[src/rtl/pipe_stage_reg.sv]
// pipe_stage_reg: generic valid/ready pipeline stage register.
// Holds a packed stage payload. Whenever the stage is empty, the upper payload
// bits carry NOP_VAL and the low KEEP_W bits (the PC field) keep the last PC seen.
// A flush empties the stage and may load a new PC into the low field.
// With SKID=1 the stage has one extra skid entry, so in_ready comes from a register.
// Three saturating counters (stall, bubble, flush) support performance analysis.
module pipe_stage_reg #(
  parameter int DATA_W = 128,
  parameter int KEEP_W = 32,
  parameter logic [((DATA_W > KEEP_W) ? (DATA_W - KEEP_W) : 1)-1:0] NOP_VAL = '0,
  parameter int SKID   = 1,
  parameter int CNT_W  = 16
) (
  input  logic              clk,
  input  logic              rst,
  input  logic              flush,
  input  logic              in_valid,
  output logic              in_ready,
  input  logic [DATA_W-1:0] in_data,
  output logic              out_valid,
  input  logic              out_ready,
  output logic [DATA_W-1:0] out_data,
  output logic [CNT_W-1:0]  stall_cnt,
  output logic [CNT_W-1:0]  bubble_cnt,
  output logic [CNT_W-1:0]  flush_cnt
);

  // Low-field mask and the NOP pattern, both placed in a full-width word
  localparam logic [DATA_W-1:0] KEEP_MASK = {DATA_W{1'b1}} >> (DATA_W - KEEP_W);
  localparam logic [DATA_W-1:0] NOP_WORD  =
    (DATA_W > KEEP_W) ? (DATA_W'(NOP_VAL) << KEEP_W) : {DATA_W{1'b0}};

  typedef enum logic [1:0] {
    ST_EMPTY = 2'd0,
    ST_ONE   = 2'd1,
    ST_TWO   = 2'd2
  } state_t;

  state_t              state_r, state_nxt_s;
  logic [DATA_W-1:0]   main_r, main_nxt_s;
  logic [DATA_W-1:0]   skid_r, skid_nxt_s;
  logic                valid_r;
  logic                in_ready_r;
  logic                in_ready_s;
  logic                in_xfer_s;
  logic                out_xfer_s;
  logic [CNT_W-1:0]    stall_cnt_r, bubble_cnt_r, flush_cnt_r;

  // Bubble word: NOP in the upper field, low field taken from the given source
  function automatic logic [DATA_W-1:0] to_bubble(input logic [DATA_W-1:0] low_src);
    return (low_src & KEEP_MASK) | NOP_WORD;
  endfunction

  // Counter step that sticks at all-ones instead of wrapping
  function automatic logic [CNT_W-1:0] sat_inc(input logic [CNT_W-1:0] cnt);
    if (cnt != {CNT_W{1'b1}}) begin
      return cnt + CNT_W'(1);
    end else begin
      return cnt;
    end
  endfunction

  // Without a skid entry, ready must follow out_ready in the same cycle
  assign in_ready_s = (SKID != 0) ? in_ready_r : (out_ready | ~valid_r);
  // A flush cycle never accepts the incoming payload as valid
  assign in_xfer_s  = in_valid & in_ready_s & ~flush;
  assign out_xfer_s = valid_r & out_ready;

  assign in_ready   = in_ready_s;
  assign out_valid  = valid_r;
  assign out_data   = main_r;
  assign stall_cnt  = stall_cnt_r;
  assign bubble_cnt = bubble_cnt_r;
  assign flush_cnt  = flush_cnt_r;

  // Next-state and datapath selection; flush overrides every other event
  always_comb begin
    state_nxt_s = state_r;
    main_nxt_s  = main_r;
    skid_nxt_s  = skid_r;
    if (flush) begin
      state_nxt_s = ST_EMPTY;
      skid_nxt_s  = {DATA_W{1'b0}};
      if (in_valid) begin
        main_nxt_s = to_bubble(in_data);
      end else begin
        main_nxt_s = to_bubble(main_r);
      end
    end else begin
      case (state_r)
        ST_EMPTY: begin
          if (in_xfer_s) begin
            main_nxt_s  = in_data;
            state_nxt_s = ST_ONE;
          end else begin
            state_nxt_s = ST_EMPTY;
          end
        end
        ST_ONE: begin
          if (in_xfer_s && out_xfer_s) begin
            main_nxt_s = in_data;
          end else if (in_xfer_s) begin
            // Only reachable with a skid entry; without one ready implies out_ready
            if (SKID != 0) begin
              skid_nxt_s  = in_data;
              state_nxt_s = ST_TWO;
            end else begin
              main_nxt_s = in_data;
            end
          end else if (out_xfer_s) begin
            main_nxt_s  = to_bubble(main_r);
            state_nxt_s = ST_EMPTY;
          end else begin
            state_nxt_s = ST_ONE;
          end
        end
        ST_TWO: begin
          if (out_xfer_s) begin
            main_nxt_s  = skid_r;
            skid_nxt_s  = {DATA_W{1'b0}};
            state_nxt_s = ST_ONE;
          end else begin
            state_nxt_s = ST_TWO;
          end
        end
        default: begin
          state_nxt_s = ST_EMPTY;
          main_nxt_s  = to_bubble(main_r);
          skid_nxt_s  = {DATA_W{1'b0}};
        end
      endcase
    end
  end

  // Stage state, payload registers and the registered handshake outputs
  always_ff @(posedge clk or posedge rst) begin
    if (rst) begin
      state_r    <= ST_EMPTY;
      main_r     <= NOP_WORD;
      skid_r     <= {DATA_W{1'b0}};
      valid_r    <= 1'b0;
      in_ready_r <= 1'b1;
    end else begin
      state_r    <= state_nxt_s;
      main_r     <= main_nxt_s;
      skid_r     <= skid_nxt_s;
      valid_r    <= (state_nxt_s != ST_EMPTY);
      in_ready_r <= (state_nxt_s != ST_TWO);
    end
  end

  // Performance counters, sampled on the current-cycle handshake and flush
  always_ff @(posedge clk or posedge rst) begin
    if (rst) begin
      stall_cnt_r  <= {CNT_W{1'b0}};
      bubble_cnt_r <= {CNT_W{1'b0}};
      flush_cnt_r  <= {CNT_W{1'b0}};
    end else begin
      if (valid_r && !out_ready) begin
        stall_cnt_r <= sat_inc(stall_cnt_r);
      end
      if (!valid_r && out_ready) begin
        bubble_cnt_r <= sat_inc(bubble_cnt_r);
      end
      if (flush) begin
        flush_cnt_r <= sat_inc(flush_cnt_r);
      end
    end
  end

endmodule

[config.mk]
export PLATFORM = sky130hd
export DESIGN_NAME = pipe_stage_reg
export DESIGN_NICKNAME = d
export VERILOG_FILES = /design/src/rtl/pipe_stage_reg.sv
export SDC_FILE = /design/constraint.sdc
export NUM_CORES = 1
export LEC_CHECK = 0
export CAP_MARGIN = 20
export CORE_UTILIZATION = 40
export CTS_BUF_LIST = sky130_fd_sc_hd__clkbuf_16
export CTS_CLUSTER_DIAMETER = 80
export DETAILED_ROUTE_END_ITERATION = 16
export PLACE_DENSITY = 0.63
export SLEW_MARGIN = 20
export SYNTH_ARGS = -nofsm -noshare
export SYNTH_HDL_FRONTEND = slang
export SYNTH_SLANG_ARGS = --single-unit
[constraint.sdc]
create_clock -name clk -period 19.55 [get_ports clk]
set_input_delay 2.9325 -clock clk [delete_from_list [all_inputs] [get_ports clk]]
set_output_delay 2.9325 -clock clk [all_outputs]
set_load 0.01 [all_outputs]
# Yosys cells after proc, flatten, opt, wreduce, memory -nomap -nowiden
# Index checks and enable logic that the tools add are counted.
[op_classes] add_sub_neg=3 eq_ne=15 n_mux=19 n_bitwise=4 reduce_logical=14
[op_table] op="$mux W128" count=9
[op_table] op="$pmux W128 S3" count=2
[op_table] op="$add A16 B1 Y16 const B" count=3
[op_table] op="$ne A16 B16 Y1 const B" count=3
[op_table] op="$mux W32" count=1
[op_table] op="$ne A3 B3 Y1 const B" count=5
[op_table] op="$mux W2" count=4
[op_table] op="$ne A4 B4 Y1 const B" count=2
[op_table] op="$reduce_and A4 Y1" count=2
[op_table] op="$pmux W2 S3" count=1
[op_table] op="$reduce_and A2 Y1" count=3
[op_table] op="$reduce_and A5 Y1" count=1
[op_table] op="$ne A2 B2 Y1 const B" count=2
[op_table] op="$reduce_bool A4 Y1" count=1
[op_table] op="$and A1 B1 Y1" count=3
[op_table] op="$logic_and A1 B1 Y1" count=3
[op_table] op="$eq A2 B1 Y1 const B" count=1
[op_table] op="$eq A2 B2 Y1 const B" count=1
[op_table] op="$logic_not A1 Y1" count=2
[op_table] op="$logic_not A2 Y1" count=1
[op_table] op="$mux W1" count=2
[op_table] op="$ne A2 B1 Y1 const B" count=1
[op_table] op="$reduce_bool A2 Y1" count=1
[op_table] op="$not A1 Y1" count=1
[totals] register_bits=308 inputBits=133 output_inout_bits=178 wordCells=64

# Logic depth before layout (Yosys ltp)
# Gate-level depths: netlist of the first run.
[depth] ltp_word=7 mapped_depth=8 depth_no_buf=5

# Least setup slack after synthesis of the first run
# No wires, ideal clock.
[synth_timing] path_kind="input -> register" startpoint="input port flush" endpoint="register main_r[10], in the netlist out_data[10]" setup_ns=0.125 t_arrival_ns=4.218 required_ns=19.425 slack_ns=15.207 stages=6 n_path_buf=3 cell_sequence="buf_2 -> nor2b_1 -> clkbuf_1 -> a31oi_1 -> buf_2 -> mux2_2"
[synth_between] elab_chain_len=6 elab_cells_between_ends=12 cone_classes="eq/ne: 4; mux: 3; bitwise: 2; reduce/logical: 3"
[synth_lines] element="start: declaration" line="16" rtl="input logic flush,"
[synth_lines] element="$not A1 Y1" line="66" rtl="assign in_xfer_s = in_valid & in_ready_s & ~flush;"
[synth_lines] element="$and A1 B1 Y1" line="66"
[synth_lines] element="$logic_and A1 B1 Y1" line="100" rtl="if (in_xfer_s && out_xfer_s) begin"
[synth_lines] element="$mux W128" line="100"
[synth_lines] element="$pmux W128 S3" line="90" rtl="case (state_r)"
[synth_lines] element="$mux W128" line="81" rtl="if (flush) begin"
[synth_lines] element="end signal: assignment" line="145" rtl="main_r <= main_nxt_s;"
[synth_lines] element="end: declaration" line="40" rtl="logic [DATA_W-1:0] main_r, main_nxt_s;"
# Several ways; a longest one is shown, not always the timed one.
# A chain may end at the register's enable or synchronous reset.

# Final worst setup path of the first run
[layout_timing] startpoint="input port out_ready" endpoint="register main_r[56], in the netlist out_data[56]"
[layout_between] elab_chain_len=5 elab_cells_between_ends=9 cone_classes="eq/ne: 3; mux: 3; bitwise: 1; reduce/logical: 2"
[layout_lines] element="start: declaration" line="21" rtl="input logic out_ready,"
[layout_lines] element="$and A1 B1 Y1 (*)" line="67" rtl="assign out_xfer_s = valid_r & out_ready;"
[layout_lines] element="$logic_and A1 B1 Y1" line="100"
[layout_lines] element="$mux W128" line="100"
[layout_lines] element="$pmux W128 S3" line="90"
[layout_lines] element="$mux W128" line="81"
# Mark *: on every way between the ends. The rest lies on a longest branch, timed or not.

==> results.yml, run 1 <==
place:
  pre_cts_slack_ns: 13.48
  io_buffers: 310
  place_hpwl_mm: 26.2
  place_congestion: 0.872
logic_synthesis:
  synth_edf_count: 0
  synth_top_cell_area_share: 0.496
  syn_inst: 1447
  synthTopCellsByArea: "dfrtp_1 (50%), mux2i_1 (15%), a22o_1 (5.4%)"
  synth.most_common_cell: "dfrtp_1"
  avgSynthCellArea_um2: 10.7
  synth_seq_area_share: 0.498
  ys_async_sr_fraction: 1.00
  synth_ff_type: "dfrtp_1"
  synth_common_cells: "dfrtp_1 (307), mux2i_1 (225), nand2_1 (178)"
  synthesis.area_um2: 15500
  ys_types: 52
  syn_nets: 1583
  yosys.area.top_type: "dfrtp_1"
  yosysWarnings: 0
  ys_ff_latch: 308
clocking:
  clk_pin_slew_ns: 0.06
  clk_latency_ns: 0.53
  ctsHtreeMaxLevel: 2
  root_buffer: "clkbuf_16"
  cts_setup_buffers: 0
  numCtsBuffers: 37
  numClockSinks: 308
  cts_buffer_depth: 3
  ctsHoldBuffers: 0
  cts_resized: 0
  cts_tree: "yes"
worst_setup_path:
  worstSetupPathType: "input port to register"
  cp.required_ns: 20.02
  rrSetupSlack_ns: 15.60
  critPathLaunchType: "input port"
  r2r_cells: 5
  cp_slowest_stage_delay_ns: 0.71
  endpoint_kind: "register"
  cp_slowest_cell: "clkdlybuf4s50_1"
  crit_fanout: 58
  r2r-start: "state_r[1]"
  r2r-end: "skid_r[90]"
  path_cells: "clkdlybuf4s50_1 > and2_1 > nand3_1 > a21oi_4 > buf_16 > buf_4 > a22o_1"
  crit_buf_inv: 3
  path_delay_family: "buffers and inverters"
  arrival_ns: 6.00
timing:
  final_hold_viol_count: 0
  tightest_slew_ns: 1.05
  finClkSkew_ns: 0.0235
  min_period_ns: 5.53
  slew_headroom: 0.300
  setup_slack_ns: 14.02
  min_period_over_period: 0.283
  fin_tns_setup_ns: 0
  report.final.slew_viol_count: 0
  max_freq_mhz: 181
  rsz0062_at_grt: "no"
  setup_viol: 0
layout:
  final_util: 0.532
  final_nets: 1843
  drive_above_1_share: 0.0641
  area_growth_pct: 30.1
grt:
  grt_pass1_wl_mm: 67.8
  grt_usage: 0.216
  grt_remaining_overflow: 0
  grt_max_degree: 122
  antenna_found_initial: 4
  first_global_vias: 12200
routing:
  wirelength_mm: 42.5
  vias: 12000
  antenna_left: 0
  drc_errors: 0
  viasPerCell: 5.33
  first_pass_iters: 5
  wl_per_cell_um: 18.9
  drtIter0Drc: 685
floorplan:
  dieArea_um2: 39500
  coreArea_um2: 37800
  die_h_um: 199
  rows: 71
  io_pins: 311
  initial_core_util: 0.409
  die_x_um: 199
run:
  max_cap_viol_count: 0
min_path:
  min_to: "out_data[20]"
  hold_depth: 1
  min-delay-start: "out_data[20]"
  hp-class: "register to register"
power_and_ir_drop:
  powerDensity_nw_per_um2: 95.3
  peakVddDrop_uv: 72.6
  power_leakage_nw: 8.62
run_status:
  status: "finished clean"
[sequential cells by signal, indices dropped and copies added (netlist names)]
register	flops
stall_cnt	16
out_valid	1
skid_r	128
flush_cnt	16
out_data	128
state_r	2
in_ready	1
bubble_cnt	16
[worst max path at each step]
stage,cells past startpoint,to,startpoint,slack [ns]
global route,4,skid_r[22],rst,13.84
CTS,7,out_data[70],out_ready,14.04
floorplan,1,bubble_cnt[0],rst,8.10
detailed placement,7,out_data[57],out_ready,13.48
global placement,6,out_data[57],out_ready,13.28
finish,7,out_data[56],out_ready,14.02
[layer usage]
layer / vias up / GRT usage / wire (µm) / part of all wire
li1: 5620 / - / - / -
met1: 5984 / 0.297 / 19600 / 0.46
met2: 294 / 0.334 / 19200 / 0.45
met3: 70 / 0.0544 / 2680 / 0.063
met4: 4 / 0.0644 / 982 / 0.023
met5: - / 0 / 27 / 0.00063
[where the power goes]
group / internal (W) / total, W / switching, W
combinational: 0.000236 / 0.000456 / 0.000220
sequential: 0.000718 / 0.000793 / 0.0000748
clock: 0.000398 / 0.000670 / 0.000272
total: 0.00135 / 0.00192 / 0.000567
[metrics by stage]
| step | power (W) | hold slack [ns] | instance area (µm²) | instances |
|---|---|---|---|---|
| 3_3_place_gp | 0.00125 | 0.480 | 18900 | 2177 |
| 6_report | 0.00192 | 0.489 | 20100 | 2246 |
| 3_5_place_dp | 0.00126 | 0.482 | 18900 | 2178 |
| 2_1_floorplan | 0.00103 | 0.494 | 15500 | 1447 |
| 4_1_cts | 0.00194 | 0.493 | 20100 | 2243 |
| 5_1_grt | 0.00201 | 0.507 | 20100 | 2246 |
[area by class of cell]
class / count / area (µm²)
Sequential cell: 308 / 7720
Timing Repair Buffer: 330 / 3300
Multi-Input combinational cell: 864 / 6690
Clock buffer: 39 / 976
Fill cell: 3422 / 17700
Clock inverter: 26 / 186
Inverter: 166 / 631
Tap cell: 511 / 639
Antenna cell: 2 / 5.00
[layout by cell type (no fill, tap or decap), types with 16 or more instances in the layout]
cell               n
inv_1            173
o21ai_0           38
clkdlybuf4s50_1  310
a22o_1            96
nand2_1          178
xnor2_1           16
clkbuf_16         39
mux2_2            29
nand4_1           17
buf_4             17
mux2i_1          225
xor2_1            18
dfrtp_1          305
nand3_1           18
o2bb2ai_1         96
o221ai_1          32
[kinds of logic (layout without fill, tap and decap cells)]
logic type	count (synthesis)	in the layout	share of synthesized area
other	0	2	0
and+or+nand+nor	275	275	0.0820
muxes	263	263	0.173
DFF	308	308	0.498
xor gates and xnor gates	34	34	0.0192
AOI/OAI and AO/OA	289	289	0.152
buffers and inverters	275	561	0.0733
adders and majority gates	3	3	0.00242
No activity file was read; power rests on OpenSTA's default activity.
==> run 2: changes to the inputs <==
--- a/config.mk
+++ b/config.mk
@@ -10,7 +10,7 @@
 export CTS_BUF_LIST = sky130_fd_sc_hd__clkbuf_16
 export CTS_CLUSTER_DIAMETER = 80
 export DETAILED_ROUTE_END_ITERATION = 16
-export PLACE_DENSITY = 0.63
+export PLACE_DENSITY = 0.65
 export SLEW_MARGIN = 20
 export SYNTH_ARGS = -nofsm -noshare
 export SYNTH_HDL_FRONTEND = slang
==> constraint.sdc (replaced) <==
create_clock -name clk -period 4.9 [get_ports clk]
set_input_delay 0.735 -clock clk [delete_from_list [all_inputs] [get_ports clk]]
set_output_delay 0.735 -clock clk [all_outputs]
set_load 0.01 [all_outputs]
==> run 2 against run 1 <==
  * Die area did not move
  * Combinational power rose to 3.9 times the previous value
  * Clock power rose to 3.9 times the previous value
  * Flip-flop and latch count did not move
  * Sequential power rose to 4.0 times the previous value
  * Highest routed layer unchanged
==> results.yml, run 2 (synthesized netlist as in run 1, its figures left out) <==
worst_setup_path:
  endpoint_kind: "register"
  arrival_ns: 3.58
  crit_fanout: 77
  critPathLaunchType: "register"
  worstSetupPathType: "register to register"
  cp.required_ns: 5.35
grt:
  grt_usage: 0.215
  grt_remaining_overflow: 0
  antenna_found_initial: 5
  grt_pass1_wl_mm: 67.3
  first_global_vias: 12300
  grt_max_degree: 92
routing:
  wl_per_cell_um: 18.6
  drtIter0Drc: 547
  vias: 11900
  viasPerCell: 5.29
  first_pass_iters: 5
  wirelength_mm: 41.9
  drc_errors: 0
  antenna_left: 0
timing:
  final_hold_viol_count: 0
  max_freq_mhz: 320
  rsz0062_at_grt: "no"
  setup_viol: 0
  min_period_over_period: 0.639
  finClkSkew_ns: 0.0210
  fin_tns_setup_ns: 0
  min_period_ns: 3.13
  tightest_slew_ns: 0.985
  report.final.slew_viol_count: 0
  slew_headroom: 0.343
layout:
  fin_area_um2: 20200
  drive_above_1_share: 0.0640
  final_cell_mix: "clkdlybuf4s50_1 (310), dfrtp_1 (305), mux2i_1 (225)"
  final_nets: 1843
  final_common_cell: "clkdlybuf4s50_1"
  fillers: 3347
  area_growth_pct: 30.2
  finalNonFillerCells: 2247
place:
  place_hpwl_mm: 26.3
  place_area_um2: 19000
  dp.cells: 2179
  place_congestion: 0.841
  io_buffers: 310
floorplan:
  die_x_um: 199
  rows: 71
  dieArea_um2: 39500
  io_pins: 311
  initial_core_util: 0.409
  die_h_um: 199
  coreArea_um2: 37800
clocking:
  numCtsBuffers: 37
  cts_setup_buffers: 0
  ctsHtreeMaxLevel: 2
  cts_resized: 0
  root_buffer: "clkbuf_16"
  cts_buffer_depth: 3
  clk_latency_ns: 0.54
  numClockSinks: 308
  clk_pin_slew_ns: 0.06
  ctsHoldBuffers: 0
  cts_tree: "yes"
min_path:
  hp-class: "register to register"
run:
  max_cap_viol_count: 0
power_and_ir_drop:
  power_leakage_nw: 8.62
  powerDensity_nw_per_um2: 376
  peakVddDrop_uv: 346
run_status:
  status: "finished clean"
## run 2: cell count changes in the layout (fill, tap and decap cells not counted), sizes merged
cell / before / now
clkinv: 14 / 12
inv: 175 / 177
bufinv: 3 / 2
clkinvlp: 0 / 2
## run 2: layout make-up
cell class | count | area [µm²] | area share
sequential | 308 | 7720 | 0.383
multi-input combinational | 864 | 6690 | 0.332
timing repair buffer | 330 | 3330 | 0.165
inverter | 166 | 627 | 0.0311
clock buffer | 39 | 976 | 0.0484
clock inverter | 27 | 168 | 0.00832
antenna | 2 | 5.00 | 0.000248
tap | 511 | 639 | 0.0317
## run 2: routing by layer
| layer | global-route usage | vias to the layer above | wire length (µm) |
|---|---|---|---|
| li1 | - | 5629 | - |
| met1 | 0.279 | 5894 | 18900 |
| met2 | 0.345 | 296 | 19200 |
| met3 | 0.0593 | 64 | 2880 |
| met4 | 0.0744 | 4 | 901 |
| met5 | 0 | - | 27 |
## run 2: worst paths after layout
path	from	to	slack, ns	cells after the start
worst max-delay path	state_r[0]	skid_r[114]	1.77	5
worst min-delay path	out_data[23]	out_data[23]	0.49	1
worst max register to register	state_r[0]	skid_r[114]	1.77	5
worst min register to register	out_data[23]	out_data[23]	0.49	1
max in group asynchronous	rst	skid_r[58]	3.24	3
min in group asynchronous	rst	skid_r[102]	0.51	2
## run 2: stage by stage
stage / utilization / hold slack, ns / worst slack [ns] / total power, W
after floorplan: - / 0.494 / 0.0669 / 0.00410
after global placement: 0.502 / 0.478 / 1.43 / 0.00499
after detailed placement: 0.502 / 0.484 / 1.35 / 0.00502
after CTS: 0.532 / 0.485 / 1.71 / 0.00768
after global routing: 0.532 / 0.512 / 1.52 / 0.00797
final: 0.533 / 0.491 / 1.77 / 0.00758
## run 2: where the power goes
part	switching [W]	internal, W	leakage (nW)
combinational	0.000863	0.000941	3.90
sequential	0.000300	0.00286	4.13
clock	0.00108	0.00154	0.600
## run 2: worst max-delay path: stages, from the launching register on
cell and delay (ns):
dfrtp_4 0.92, nor3b_2 0.31, buf_4 0.53, buf_4 0.85, nand2_1 0.13, mux2i_1 0.20
==> run 3: changes to the inputs <==
--- a/config.mk
+++ b/config.mk
@@ -10,7 +10,7 @@
 export CTS_BUF_LIST = sky130_fd_sc_hd__clkbuf_16
 export CTS_CLUSTER_DIAMETER = 80
 export DETAILED_ROUTE_END_ITERATION = 16
-export PLACE_DENSITY = 0.65
+export PLACE_DENSITY = 0.63
 export SLEW_MARGIN = 20
 export SYNTH_ARGS = -nofsm -noshare
 export SYNTH_HDL_FRONTEND = slang
==> constraint.sdc (replaced) <==
create_clock -name clk -period 3.16 [get_ports clk]
set_input_delay 0.474 -clock clk [delete_from_list [all_inputs] [get_ports clk]]
set_output_delay 0.474 -clock clk [all_outputs]
set_load 0.01 [all_outputs]
==> run 3 against run 2 <==
  * Via count is 0.35% higher
  * Sequential power up 54%
  * Fmax up 38%
  * Worst setup slack got worse by 0.88 ns
  * Wire length increased by 1.3%
  * Sequential share of layout area down 0.61 points
  * Register-to-register slack lost 0.88 ns
  * Worst hold slack worse by 0.10 ns
  * Count of clock-buffer cells in the layout unchanged
  * Flip-flop and latch count unchanged
==> results.yml, run 3 (synthesized netlist as in run 1, its figures left out) <==
run_status:
  status: "finished clean"
worst_setup_path:
  worstSetupPathType: "register to register"
  arrival_ns: 2.70
  critPathLaunchType: "register"
  path_delay_family: "flip-flops"
  crit_buf_inv: 1
  cp.required_ns: 3.59
  crit_fanout: 28
  path_cells: "and2_1 > nor2_1 > o21ai_4 > buf_12 > mux2i_1"
  r2r-start: "out_valid"
  endpoint_kind: "register"
  startpoint: "out_valid"
  cp_slowest_cell: "dfrtp_1"
  cp_slowest_stage_delay_ns: 0.59
routing:
  antenna_left: 0
  wirelength_mm: 42.4
  viasPerCell: 5.27
  drtIter0Drc: 655
  first_pass_iters: 6
  vias: 11900
  wl_per_cell_um: 18.7
  drc_errors: 0
timing:
  min_period_over_period: 0.719
  finClkSkew_ns: 0.0136
  slew_headroom: 0.340
  rsz0062_at_grt: "no"
  min_period_ns: 2.27
  setup_slack_ns: 0.889
  report.final.slew_viol_count: 0
  max_freq_mhz: 440
  tightest_slew_ns: 0.990
  setup_viol: 0
  final_hold_viol_count: 0
  fin_tns_setup_ns: 0
grt:
  grt_remaining_overflow: 0
  grt_pass1_wl_mm: 67.3
  grt_max_degree: 86
  first_global_vias: 12100
  antenna_found_initial: 2
  grt_usage: 0.214
layout:
  final_nets: 1861
  multiInputGateArea_um2: 6690
  area_growth_pct: 32.3
  drive_above_1_share: 0.0725
  final_cell_mix: "clkdlybuf4s50_1 (310), dfrtp_1 (305), mux2i_1 (225)"
  fillers: 3375
  final_common_cell: "clkdlybuf4s50_1"
  diodes: 0
  regArea_um2: 7720
run:
  max_cap_viol_count: 0
floorplan:
  coreArea_um2: 37800
  rows: 71
  dieArea_um2: 39500
  io_pins: 311
  initial_core_util: 0.409
  die_x_um: 199
  die_h_um: 199
clocking:
  cts_buffer_depth: 3
  clk_latency_ns: 0.52
  cts_setup_buffers: 0
  ctsHtreeMaxLevel: 2
  numClockSinks: 308
  ctsHoldBuffers: 0
  cts_resized: 0
  cts_tree: "yes"
  clk_pin_slew_ns: 0.06
  root_buffer: "clkbuf_16"
  numCtsBuffers: 37
power_and_ir_drop:
  finalPower_w: 0.0120
  clockPowerShare: 0.351
  powerDensity_nw_per_um2: 585
  seq_power_share: 0.406
  peakVddDrop_uv: 380
  power_leakage_nw: 8.77
  switching_share: 0.291
  combPwrFrac: 0.243
  switchingPower_w: 0.00348
  p_int_w: 0.00849
min_path:
  hp-class: "input port to asynchronous set/reset pin"
place:
  place_congestion: 0.848
  pre_cts_slack_ns: 0.395
  place_hpwl_mm: 27.2
  io_buffers: 310
==> run 3: area by class of cell <==
type                            count  share of cell area
Inverter                          166              0.0306
Clock buffer                       39              0.0477
Multi-Input combinational cell    864               0.327
Clock inverter                     27              0.0104
Sequential cell                   308               0.377
Timing Repair Buffer              348               0.177
Tap cell                          511              0.0312
==> run 3: routing by layer <==
metal,track usage,vias up,share of wire
met1,0.295,5908,0.45
li1,-,5654,-
met3,0.0465,63,0.064
met2,0.339,300,0.46
met5,0,-,0.00052
met4,0.0573,4,0.019
==> run 3: worst paths after layout <==
| path | endpoint | slack [ns] | cells past startpoint |
|---|---|---|---|
| min reg2reg | out_data[21] | 0.50 | 1 |
| max | skid_r[79] | 0.89 | 5 |
| min | skid_r[102] | 0.39 | 2 |
| max in group asynchronous | out_data[4] | 1.93 | 4 |
| min in group clk | out_data[21] | 0.50 | 1 |
| max reg2reg | skid_r[79] | 0.89 | 5 |
==> run 3: per-stage QoR <==
| step | hold slack, ns | cells | area, µm² | utilization |
|---|---|---|---|---|
| after floorplan | 0.494 | 1447 | 15500 | - |
| after global placement | 0.478 | 2197 | 19300 | 0.510 |
| after detailed placement | 0.485 | 2197 | 19300 | 0.510 |
| after CTS | 0.394 | 2263 | 20500 | 0.541 |
| after global routing | 0.437 | 2263 | 20500 | 0.541 |
| final | 0.390 | 2263 | 20500 | 0.541 |
==> run 3: power groups by stage <==
stage	logic, W	registers (W)	clock network [W]
floorplan	0.00137	0.00499	0
global placement	0.00290	0.00492	0
detailed placement	0.00293	0.00493	0
CTS	0.00295	0.00487	0.00430
global route	0.00316	0.00493	0.00447
finish	0.00291	0.00486	0.00420
